`config.mk`:
```
export PLATFORM = sky130hd
export DESIGN_NAME = flash_byte_reader
export DESIGN_NICKNAME = d
export VERILOG_FILES = /design/src/rtl/flash_byte_reader.sv
export SDC_FILE = /design/constraint.sdc
export NUM_CORES = 1
export LEC_CHECK = 0
export CORE_MARGIN = 5
export CORE_UTILIZATION = 27
export CTS_BUF_LIST = sky130_fd_sc_hd__clkbuf_8
export DETAILED_ROUTE_END_ITERATION = 8
export GPL_TIMING_DRIVEN = 0
export PLACE_DENSITY_LB_ADDON = 0.25
export SYNTH_ARGS = -nofsm -noshare
export SYNTH_HDL_FRONTEND = slang
export SYNTH_SLANG_ARGS = --single-unit
```
`constraint.sdc`:
```
create_clock -name clk -period 3.4 [get_ports clk]
set_input_delay 0.34 -clock clk [delete_from_list [all_inputs] [get_ports clk]]
set_output_delay 0.34 -clock clk [all_outputs]
set_load 0.02 [all_outputs]
```
`src/rtl/flash_byte_reader.sv`:
```
// flash_byte_reader: wakes the SPI flash with 0xAB, then reads a window of
// bytes forever with READ (0x03), holding each byte on led_set between reads.
module flash_byte_reader #(
  parameter int unsigned CLK_DIV     = 6,
  parameter logic [23:0] START_ADDR  = 24'h100000,
  parameter int unsigned NUM_BYTES   = 16,
  parameter int unsigned HOLD_CYCLES = 12000000,
  parameter int unsigned WAKE_WAIT   = 48
) (
  input  logic       clk,
  input  logic       rst_n,
  output logic       spi_cs_n,
  output logic       spi_sck,
  output logic       spi_mosi,
  input  logic       spi_miso,
  output logic [7:0] led_set,
  output logic       byte_valid,
  output logic       busy
);

  // state       | meaning
  // S_WAKE_CMD  | 8-bit transaction shifting out 0xAB
  // S_WAKE_WAIT | CS high for WAKE_WAIT cycles (tRES)
  // S_XFER      | 40-bit READ of the current byte
  // S_HOLD      | CS high for HOLD_CYCLES, byte on display
  typedef enum logic [1:0] {
    S_WAKE_CMD,
    S_WAKE_WAIT,
    S_XFER,
    S_HOLD
  } state_e;

  localparam int unsigned DW   = (CLK_DIV > 1) ? $clog2(CLK_DIV) : 1;
  localparam int unsigned IW   = (NUM_BYTES > 1) ? $clog2(NUM_BYTES) : 1;
  localparam int unsigned TMAX = (HOLD_CYCLES > WAKE_WAIT) ? HOLD_CYCLES : WAKE_WAIT;
  localparam int unsigned TW   = (TMAX > 1) ? $clog2(TMAX) : 1;

  localparam logic [DW-1:0] DIV_LOAD  = DW'(CLK_DIV - 1);
  localparam logic [TW-1:0] HOLD_LOAD = TW'(HOLD_CYCLES - 1);
  localparam logic [TW-1:0] WAIT_LOAD = TW'(WAKE_WAIT - 1);
  localparam logic [IW-1:0] IDX_LAST  = IW'(NUM_BYTES - 1);

  state_e        state_q, state_d;
  logic          cs_n_q, cs_n_d;
  logic          sck_q, sck_d;
  logic          mosi_q, mosi_d;
  logic [DW-1:0] div_q, div_d;
  logic [5:0]    bits_q, bits_d;
  logic [38:0]   tx_q, tx_d;
  logic [7:0]    rx_q, rx_d;
  logic [7:0]    led_q, led_d;
  logic          valid_q, valid_d;
  logic [IW-1:0] idx_q, idx_d;
  logic [TW-1:0] tmr_q, tmr_d;

  logic          start;
  logic [23:0]   addr;
  logic [39:0]   word;
  logic [5:0]    last_bit;

  // Next-state logic: CS-high timers, SCK divider, MOSI shift-out, MISO capture.
  always_comb begin
    state_d  = state_q;
    cs_n_d   = cs_n_q;
    sck_d    = sck_q;
    mosi_d   = mosi_q;
    div_d    = div_q;
    bits_d   = bits_q;
    tx_d     = tx_q;
    rx_d     = rx_q;
    led_d    = led_q;
    valid_d  = 1'b0;
    idx_d    = idx_q;
    tmr_d    = tmr_q;
    start    = 1'b0;

    addr = START_ADDR + 24'(idx_q);
    if (state_q == S_WAKE_CMD) begin
      word     = {8'hAB, 32'h0};
      last_bit = 6'd8;
    end else begin
      word     = {8'h03, addr, 8'h00};
      last_bit = 6'd40;
    end

    // CS-high phases end by launching the next transaction on the same edge,
    // so the high time is exactly the timer length.
    case (state_q)
      S_WAKE_CMD: begin
        if (cs_n_q) start = 1'b1;
      end
      S_WAKE_WAIT, S_HOLD: begin
        if (tmr_q == '0) begin
          start   = 1'b1;
          state_d = S_XFER;
        end else begin
          tmr_d = tmr_q - TW'(1);
        end
      end
      default: ;
    endcase

    if (start) begin
      cs_n_d = 1'b0;
      sck_d  = 1'b0;
      mosi_d = word[39];
      tx_d   = word[38:0];
      div_d  = DIV_LOAD;
      bits_d = '0;
    end else if (!cs_n_q) begin
      if (div_q != '0) begin
        div_d = div_q - DW'(1);
      end else begin
        div_d = DIV_LOAD;
        if (!sck_q) begin
          sck_d  = 1'b1;
          bits_d = bits_q + 6'd1;
          // Data byte occupies rising edges 33..40 of the read.
          if (state_q == S_XFER && bits_q >= 6'd32) rx_d = {rx_q[6:0], spi_miso};
        end else begin
          sck_d = 1'b0;
          if (bits_q == last_bit) begin
            cs_n_d = 1'b1;
            mosi_d = 1'b0;
            if (state_q == S_XFER) begin
              led_d   = rx_q;
              valid_d = 1'b1;
              idx_d   = (idx_q == IDX_LAST) ? '0 : idx_q + IW'(1);
              state_d = S_HOLD;
              tmr_d   = HOLD_LOAD;
            end else begin
              state_d = S_WAKE_WAIT;
              tmr_d   = WAIT_LOAD;
            end
          end else begin
            mosi_d = tx_q[38];
            tx_d   = {tx_q[37:0], 1'b0};
          end
        end
      end
    end
  end

  // State registers; reset forces CS high immediately, aborting any command.
  always_ff @(posedge clk or negedge rst_n) begin
    if (!rst_n) begin
      state_q <= S_WAKE_CMD;
      cs_n_q  <= 1'b1;
      sck_q   <= 1'b0;
      mosi_q  <= 1'b0;
      div_q   <= '0;
      bits_q  <= '0;
      tx_q    <= '0;
      rx_q    <= '0;
      led_q   <= 8'hFF;
      valid_q <= 1'b0;
      idx_q   <= '0;
      tmr_q   <= '0;
    end else begin
      state_q <= state_d;
      cs_n_q  <= cs_n_d;
      sck_q   <= sck_d;
      mosi_q  <= mosi_d;
      div_q   <= div_d;
      bits_q  <= bits_d;
      tx_q    <= tx_d;
      rx_q    <= rx_d;
      led_q   <= led_d;
      valid_q <= valid_d;
      idx_q   <= idx_d;
      tmr_q   <= tmr_d;
    end
  end

  assign spi_cs_n   = cs_n_q;
  assign spi_sck    = sck_q;
  assign spi_mosi   = mosi_q;
  assign led_set    = led_q;
  assign byte_valid = valid_q;
  assign busy       = ~cs_n_q;

endmodule

```
==> results, run 1 <==
- The fraction of registers with async set/reset is 100%.
- Setup violations remaining at the end of the flow were counted as 0.
- The floorplan has 45 rows.
- Combinational logic burns 1.5% of the power.
- Once the clock tree was built, the setup fixing pass inserted 0 buffers.
- The width of the chip is 134 um.
- The number of antenna violations at the first check in global routing is 0.
- Buffers placed on the I/O ports in this run total 15.
- After floorplanning, the core was sized to cover 15200 um^2.
- The critical path starts at tmr_q[0].
- The min-delay analysis places its worst path in the category in2async.
- Buffers inserted during clock tree synthesis total 9.
- The worst register-to-register path begins at tmr_q[0].
- The per-instance average area after synthesis is 9.78 um^2.
- The number of pins with negative max-slew slack in the final report is 0.
- The total overflow left after global routing is 0.
- The number of detailed-route iterations in the first pass is 4.
- The sequential share of power is 58.5%.
- Based on the critical path, the design can be clocked at up to 330 MHz.
- In the final routed layout, each cell accounts on average for 13.6 um.
- The flow ran to the end, and the final reports show no timing, DRC or antenna violations.
- During I/O placement, the number of pins put on the boundary was 16.
- The transition time at the pin with the least slew margin is 0.907 ns.
- The layout has 1579 filler cells.
- The net load switching power is 0.414 mW.
- The number of cells produced by synthesis is 427.
- STA classifies the critical path startpoint as a flop.
- From synthesis to final layout, the design area changed by 14.7%.
- For the worst setup path, the data required time is 3.68 ns.
- The remaining antenna violation count after routing is 0.
- The initial DRC count is 152.
- The total via count after detailed routing is 3154.
- The initial utilization of the core area, before any placement, comes to 27.5%.
- The netlist uses 50 different library cells.
- The number of global-route vias before repair was 3100.
- The final net count is 463.
- The headroom to the max-slew limit is 39.4%.
- The max capacitance violation total is 0.
- The DRC violation count after routing is 0.
- The Yosys step of the flow raised 0 warnings.
- The tightest hold path in the finished design has a slack of 0.417 ns.
- The category of the critical setup timing path is reg2reg.
- Setup repair after global routing left no endpoint under its margin.
- Before CTS, the worst setup slack after placement is 0.418 ns.
- The deepest level of the CTS H-tree is 3.
- At the end of routability-driven placement, the weighted congestion stood at 0.738.
- The floorplan die area is 18100 um^2.
- Between clock sinks in the finished design, the worst skew comes to 0.0155 ns.
- For this design the static power due to leakage is 2.09 nW.
- Summing the sequential cell areas from Yosys gives 54.2% of the chip area.
- The root buffer cell chosen for the clock tree is clkbuf_8.
- The first global-routing pass estimated 15200 um of wire.
- The final critical delay including setup and external delays is 3.03 ns.
- Entering global routing, the biggest net connects 67 pins.
- In this run, the clock network consumes 40.0% of the power.
- The repair_antennas step left the layout with diodes totalling 0.
- The worst setup path is captured at a flop.
- The arrival time at the worst endpoint is 3.31 ns.
- In this run the vertical extent of the chip is 134 um.
- The largest fanout on the critical path is 10.
- The fraction of final layout cells with drive strength greater than 1 is 10.7%.
- In the routed layout, each cell is associated on average with a via count of 4.87.
- The clock tree from TritonCTS is done.
- Summing all non-filler instances in the final layout gives an area of 4790 um^2.
- The global router's overall resource usage is 10.4%.
- The worst-case IR drop observed on VDD is 0.000210 V.
- The final routed wirelength across all metal layers is 8820 um.
- Yosys mapped a number of flops with a built-in enable equal to 0.
- The clock sink count is 90.
- Dividing the final minimum period by the clock period gives 89.1%.
- The power per cell area is 382 nW/um^2.
- The clock insertion delay at the later pin of the skew report is 0.37 ns.
- Counting flops and latches in the post-synthesis netlist gives 90.
- Clock-pin slew was measured on the worst setup and hold paths at 0.10 ns.
- The final worst slack is 0.370 ns.
- The completed layout was analyzed and its total power is 1.83 mW.
- The net count after synthesis is 435.
- The maximum number of buffers from clock root to sink is 2.
- Net switching is 22.6% of the power.
- The most used flip-flop cell after synthesis is dfrtp_1.
- The final hold violation count is 0.
- The cell area after synthesis is 4180 um^2.
- The placed cell area is 4590 um^2.
- The internal power is 1.41 mW.
- The wire-length estimate of the detail-placed layout is 5870 um.
## through the flow
stage / utilization, % / instances / setup TNS, ns
6_report: 31.5 / 648 / 0
5_1_grt: 31.5 / 648 / 0
4_1_cts: 31.5 / 648 / 0
3_5_place_dp: 30.2 / 631 / 0
3_3_place_gp: 30.0 / 630 / -113.62
2_1_floorplan: - / 427 / 0
## layout by cell type (no fill, tap or decap), types with 2 or more instances in the layout
cell / n
nand2_1: 96
clkbuf_8: 9
o31ai_1: 2
or4_1: 4
nor3_1: 9
buf_4: 2
nand3_1: 11
mux2_2: 8
a211oi_1: 2
xor2_1: 10
clkinv_2: 2
buf_2: 4
nor3b_1: 2
nand3b_1: 3
o2111ai_1: 2
o311ai_0: 3
o211ai_1: 3
dfrtp_1: 81
nand4_1: 5
o21ai_0: 20
clkdlybuf4s50_1: 14
inv_1: 9
dfstp_2: 9
ha_1: 5
mux2i_1: 4
nor2_1: 28
and3_1: 3
xnor2_1: 13
or3_1: 5
clkbuf_1: 17
nor4_1: 3
a21oi_1: 38
a31oi_1: 6
a311oi_1: 2
nor4_2: 2
## worst paths after layout
| path | to | slack (ns) | cells past startpoint |
|---|---|---|---|
| worst max-delay path | tmr_q[16] | 0.37 | 8 |
| worst min-delay path | tx_q[30] | 0.42 | 2 |
| worst max register to register | tmr_q[16] | 0.37 | 8 |
| worst min register to register | led_set[6] | 0.46 | 2 |
| max in group asynchronous | led_set[0] | 2.28 | 3 |
| min in group clk | led_set[6] | 0.46 | 2 |
## cells in the mapped netlist (2+ instances only)
| library cell | instances | share of area, % |
|---|---|---|
| a211oi_1 | 2 | 0.36 |
| a21oi_1 | 38 | 4.6 |
| a311oi_1 | 2 | 0.42 |
| a31oi_1 | 6 | 0.90 |
| and3_1 | 3 | 0.45 |
| buf_2 | 4 | 0.48 |
| clkbuf_1 | 17 | 1.5 |
| dfrtp_1 | 81 | 49 |
| dfstp_2 | 9 | 5.7 |
| ha_1 | 5 | 1.5 |
| inv_1 | 8 | 0.72 |
| mux2_2 | 8 | 2.2 |
| mux2i_1 | 4 | 0.96 |
| nand2_1 | 96 | 8.6 |
| nand3_1 | 11 | 1.3 |
| nand3b_1 | 3 | 0.54 |
| nand4_1 | 5 | 0.75 |
| nor2_1 | 28 | 2.5 |
| nor3_1 | 9 | 1.1 |
| nor3b_1 | 2 | 0.36 |
| nor4_1 | 3 | 0.45 |
| nor4_2 | 2 | 0.60 |
| o2111ai_1 | 2 | 0.42 |
| o211ai_1 | 3 | 0.54 |
| o21ai_0 | 20 | 2.4 |
| o311ai_0 | 3 | 0.63 |
| o31ai_1 | 2 | 0.36 |
| or3_1 | 5 | 0.75 |
| or4_1 | 4 | 0.72 |
| xnor2_1 | 13 | 2.7 |
| xor2_1 | 10 | 2.1 |
## registers in the layout, summed over array words and instances, names as in the netlist
register	cells
tx_q	31
tmr_q	24
led_set	8
rx_q	8
bits_q	6
idx_q	4
div_q	3
state_q	2
byte_valid	1
spi_cs_n	1
spi_mosi	1
spi_sck	1
## cells by family after synthesis
logic type | share of synthesized area [%]
flip-flops | 54.2
multiplexers | 3.12
XOR/XNOR | 4.82
AO/OA/AOI/OAI | 13.1
adder cells (fa/ha/maj) | 1.50
buffers and inverters | 2.91
AND/OR/NAND/NOR | 20.3
## worst max-delay path: stages (launching register included)
cell and delay, ns:
dfrtp_1 0.41, inv_1 0.11, ha_1 0.20, nor4b_2 0.75, and3_1 0.39, nand3_1 0.32
and2_1 0.25, clkbuf_1 0.25, o21ai_0 0.25
## what timing repair did
action | CTS | global route
hold buffers | 1 | 0
hold endpoints to repair | 23 | 0
resized for setup | 0 | 0
## power by group through the flow
| stage | sequential [mW] | clock (mW) | combinational, mW |
|---|---|---|---|
| floorplan | 1.09 | 0 | 0.0000104 |
| global placement | 1.09 | 0 | 0.0241 |
| detailed placement | 1.09 | 0 | 0.0289 |
| CTS | 1.07 | 0.765 | 0.0298 |
| global route | 1.07 | 0.807 | 0.0327 |
| finish | 1.07 | 0.731 | 0.0273 |
## routing by layer
| metal | routed length [um] | track usage, % |
|---|---|---|
| met5 | 0 | 0 |
| met4 | 159 | 3.85 |
| met3 | 363 | 3.26 |
| met2 | 4020 | 15.9 |
| met1 | 4280 | 13.8 |
## area by class of cell
class	instances	area (um^2)	area share [%]
Clock buffer	9	124	2.59
Sequential cell	90	2260	47.3
Tap cell	188	235	4.91
Timing Repair Buffer	17	185	3.87
Clock inverter	7	68.8	1.44
Inverter	8	30.0	0.627
Multi-Input combinational cell	307	1790	37.4
Buffer	22	91.3	1.91
Note: power is estimated with default switching activity, not from simulation.
==> run 2: changes to the inputs <==
--- a/config.mk
+++ b/config.mk
@@ -5,11 +5,13 @@
 export SDC_FILE = /design/constraint.sdc
 export NUM_CORES = 1
 export LEC_CHECK = 0
+export ABC_AREA = 1
 export CORE_MARGIN = 5
 export CORE_UTILIZATION = 27
 export CTS_BUF_LIST = sky130_fd_sc_hd__clkbuf_8
 export DETAILED_ROUTE_END_ITERATION = 8
 export GPL_TIMING_DRIVEN = 0
+export HOLD_SLACK_MARGIN = 0.06
 export PLACE_DENSITY_LB_ADDON = 0.25
 export SYNTH_ARGS = -nofsm -noshare
 export SYNTH_HDL_FRONTEND = slang
==> run 2 against run 1 <==
  * Sequential cell count unchanged
  * Non-clock buffer count fell by 4
  * Highest routed layer unchanged
  * Clock skew is 0.0013 ns lower
  * Synthesized cell count increased by 35%
  * Setup slack better by 0.84 ns
  * Register-to-register slack gained 0.84 ns
  * Die area rose by 9.0%
  * Synthesized area rose by 9.8%
  * Combinational power about the same
  * First-iteration DRC count up 38%
  * Sequential power about the same
==> results, run 2 <==
- Counting the buffers created by CTS gives 9.
- The number of cells produced by synthesis is 577.
- Summing all flip-flop and latch instances after layout gives 2260 um^2.
- The cell area after synthesis is 4580 um^2.
- The die is 140 um tall.
- The Yosys step of the flow raised 0 warnings.
- Dividing total power by cell area gives a power density of 353 nW/um^2.
- The maximum number of buffers from clock root to sink is 2.
- The standby leakage power is 2.82 nW.
- The run finished with clean final reports.
- Cells with a size suffix above 1 make up 11.5% of the layout.
- The most used flip-flop cell after synthesis is dfrtp_1.
- The number of flip-flops in the largest register is 31.
- In the routed design, unresolved DRC markers number 0.
- The final critical delay including setup and external delays is 2.19 ns.
- The root buffer cell chosen for the clock tree is clkbuf_8.
- The min-delay analysis places its worst path in the category reg2reg.
- The largest fanout on the critical path is 10.
- The highest ir drop seen on vdd is 0.000340 V.
- TritonCTS built the clock tree.
- The number of global-route vias before repair is 3705.
- Prior to clock tree synthesis, the placed netlist has a worst setup slack of 1.21 ns.
- The global router's overall resource usage is 11.0%.
- The largest total area in the synthesized netlist belongs to dfrtp_1.
- The most common cell after layout, fill and taps aside is nand2_1.
- Compared with the post-synthesis result, the final layout area differs by 14.4%.
- By area the synthesized netlist is led by dfrtp_1 44%, nand2_1 16%, nand3_1 7.0%, nor2_1 5.2%, dfstp_2 5.2%.
- The tightest hold path in the finished design has a slack of 0.471 ns.
- The endpoint type of the worst setup path is a flop.
- By startpoint and endpoint, the worst setup path is classified as reg2reg.
- Max-cap violations in this run came to 0.
- The required time at the worst-slack endpoint is 3.65 ns.
- Using the TritonRoute via totals, the vias-per-cell ratio works out to 4.45.
- During placement, the flow inserted port buffers numbering 15.
- CTS built an H-tree with a depth of 3.
- The clock insertion delay at the later pin of the skew report is 0.37 ns.
- The transition time at the pin with the least slew margin is 0.642 ns.
- The top cell types in the final layout, fill and taps aside, are 200 x nand2_1, 81 x dfrtp_1, 64 x nor2_1, 64 x nand3_1, 44 x inv_1.
- The count of different cell masters after synthesis is 40.
- The floorplan die area is 19700 um^2.
- The final layout contains 613 nets.
- The initial utilization of the core area, before any placement, comes to 27.5%.
- The synthesized design devotes to its leading area cell type 44.2% of total area.
- The buffer count from post-CTS setup fixing is 0.
- The number of antenna violations at the first check in global routing is 0.
- The final weighted congestion in routability-driven placement is 0.939.
- The final hold violation count is 0.
- Summed over all nets, the half-perimeter wirelength after detailed placement is 7230 um.
- Wires add up to 10200 um.
- The net count after synthesis is 585.
- The largest registers in the layout are tx_q (31), tmr_q (24).
- The top achievable clock speed is 457 MHz.
- The clock sink count is 90.
- The final worst slack is 1.21 ns.
- The number of synthesized register bits is 90.
- Sequential cells were found to cover 49.4% of the synthesized design area.
- The cell with the most instances after synthesis is nand2_1.
- The clock transition at the registers of the reported paths is 0.09 ns.
- The maximum number of pins on one net before global-route repair is 47.
- The placeable core area is 16600 um^2.
- The initial DRC count is 209.
- The headroom to the max-slew limit is 57.2%.
- Once detail routing completed, the nets flagged for antenna violations numbered 0.
- The first detailed-routing pass ran for 4 iterations.
- The per-instance average area after synthesis is 7.94 um^2.
- The maximum clock skew at final layout is 0.0142 ns.
- The initialized floorplan defines 47 standard-cell rows.
- Measured along the x axis, the die boundary spans 140 um.
- The average wire per standard cell is 12.3 um.
- The part of the cycle the worst path needs is 64.4%.
- The number of pins with negative max-slew slack in the final report is 0.
- During I/O placement, the number of pins put on the boundary was 16.
- The number of inserted diodes is 0.
- After global routing the overflow that remains totals 0.
- The finished layout holds 830 standard cells, fillers aside.
- Counting flops with an async set or reset pin after synthesis yields a share of 100%.
- The startpoint class of the critical path is a flop.
- In this run, placement finished with an instance count of 813.
- The number of filler cells placed in the layout is 1743.
- The multi-input combinational cells in the finished layout cover a total of 2000 um^2.
- Setup violations remaining at the end of the flow were counted as 0.
- The total via count after detailed routing is 3695.
- The first global-routing pass estimated 17800 um of wire.
- The arrival time at the worst endpoint is 2.44 ns.
- Setup repair after global routing left no endpoint under its margin.
- Counting instances in the post-synthesis netlist gives the leading cell types as 200 x nand2_1, 81 x dfrtp_1, 64 x nand3_1, 64 x nor2_1, 44 x inv_1.
- The register with the most flip-flops is tx_q.
- The number of synthesized flops with an enable pin is 0.
## run 2: cell count changes after synthesis, moves of 5 or more
cell	before	now
a21oi_1	38	5
a31oi_1	6	0
buf_2	4	9
clkbuf_1	17	0
inv_1	8	44
mux2_2	8	0
nand2_1	96	200
nand3_1	11	64
nand4_1	5	10
nor2_1	28	64
nor2_4	0	5
o21ai_0	20	15
or3_1	5	0
xnor2_1	13	5
## run 2: cell families (layout without fill, tap and decap cells)
group | after synthesis | in the layout | synth area share [%]
simple gates | 369 | 369 | 35.7
flops | 90 | 90 | 49.4
buf+inv | 68 | 101 | 6.93
compound gates | 32 | 32 | 4.12
xor+xnor | 13 | 13 | 2.48
fa+ha+maj | 5 | 5 | 1.37
## run 2: metrics by stage
| stage | util (%) | area [um^2] | TNS [ns] | total power [mW] |
|---|---|---|---|---|
| 2_1_floorplan | - | 4580 | 0 | 1.09 |
| 3_3_place_gp | 30.1 | 5010 | -120.29 | 1.12 |
| 3_5_place_dp | 30.2 | 5030 | 0 | 1.12 |
| 4_1_cts | 31.5 | 5240 | 0 | 1.89 |
| 5_1_grt | 31.5 | 5240 | 0 | 1.93 |
| 6_report | 31.5 | 5240 | 0 | 1.85 |
## run 2: report_power, final
group          switching, mW  internal, mW
sequential                 0          1.07
clock                  0.410         0.346
combinational         0.0215       0.00577
total                  0.431          1.42
## run 2: routing by layer
layer  share of wire (%)  GRT usage (%)
met3                 3.4           3.37
met2                  47           17.6
met4                 1.8           4.08
met1                  48           14.1
met5                   0              0
## run 2: final cells by class
type                    instances  area share, %
clock inverters                 7           1.46
clock buffers                   9           2.36
repair buffers                 17           3.53
multi-input cells             419           38.2
well taps                     220           5.25
flip-flops and latches         90           43.2
inverters                      50           3.63
plain buffers                  18           2.43
## run 2: path summary, 6_finish.rpt
path | startpoint | to | cells past startpoint | slack (ns)
hold reg to reg | led_set[1] | led_set[1] | 2 | 0.47
hold / removal | led_set[1] | led_set[1] | 2 | 0.47
setup reg to reg | tmr_q[0] | tmr_q[6] | 9 | 1.21
max in group asynchronous | rst_n | led_set[6] | 3 | 2.16
setup / recovery | tmr_q[0] | tmr_q[6] | 9 | 1.21
min in group asynchronous | rst_n | tmr_q[7] | 2 | 0.56
## run 2: critical path, cell delays in order (launching register included)
cell and delay, ns:
dfrtp_1 0.39, inv_1 0.21, ha_1 0.25, nand2_2 0.13, nor2_4 0.22, nand4_4 0.15
buf_4 0.21, nand4_2 0.13, buf_2 0.29, nand2_1 0.09
## run 2: what timing repair did
item,CTS,global route
hold buffers,1,0
hold endpoints to repair,38,0
resized for setup,0,0
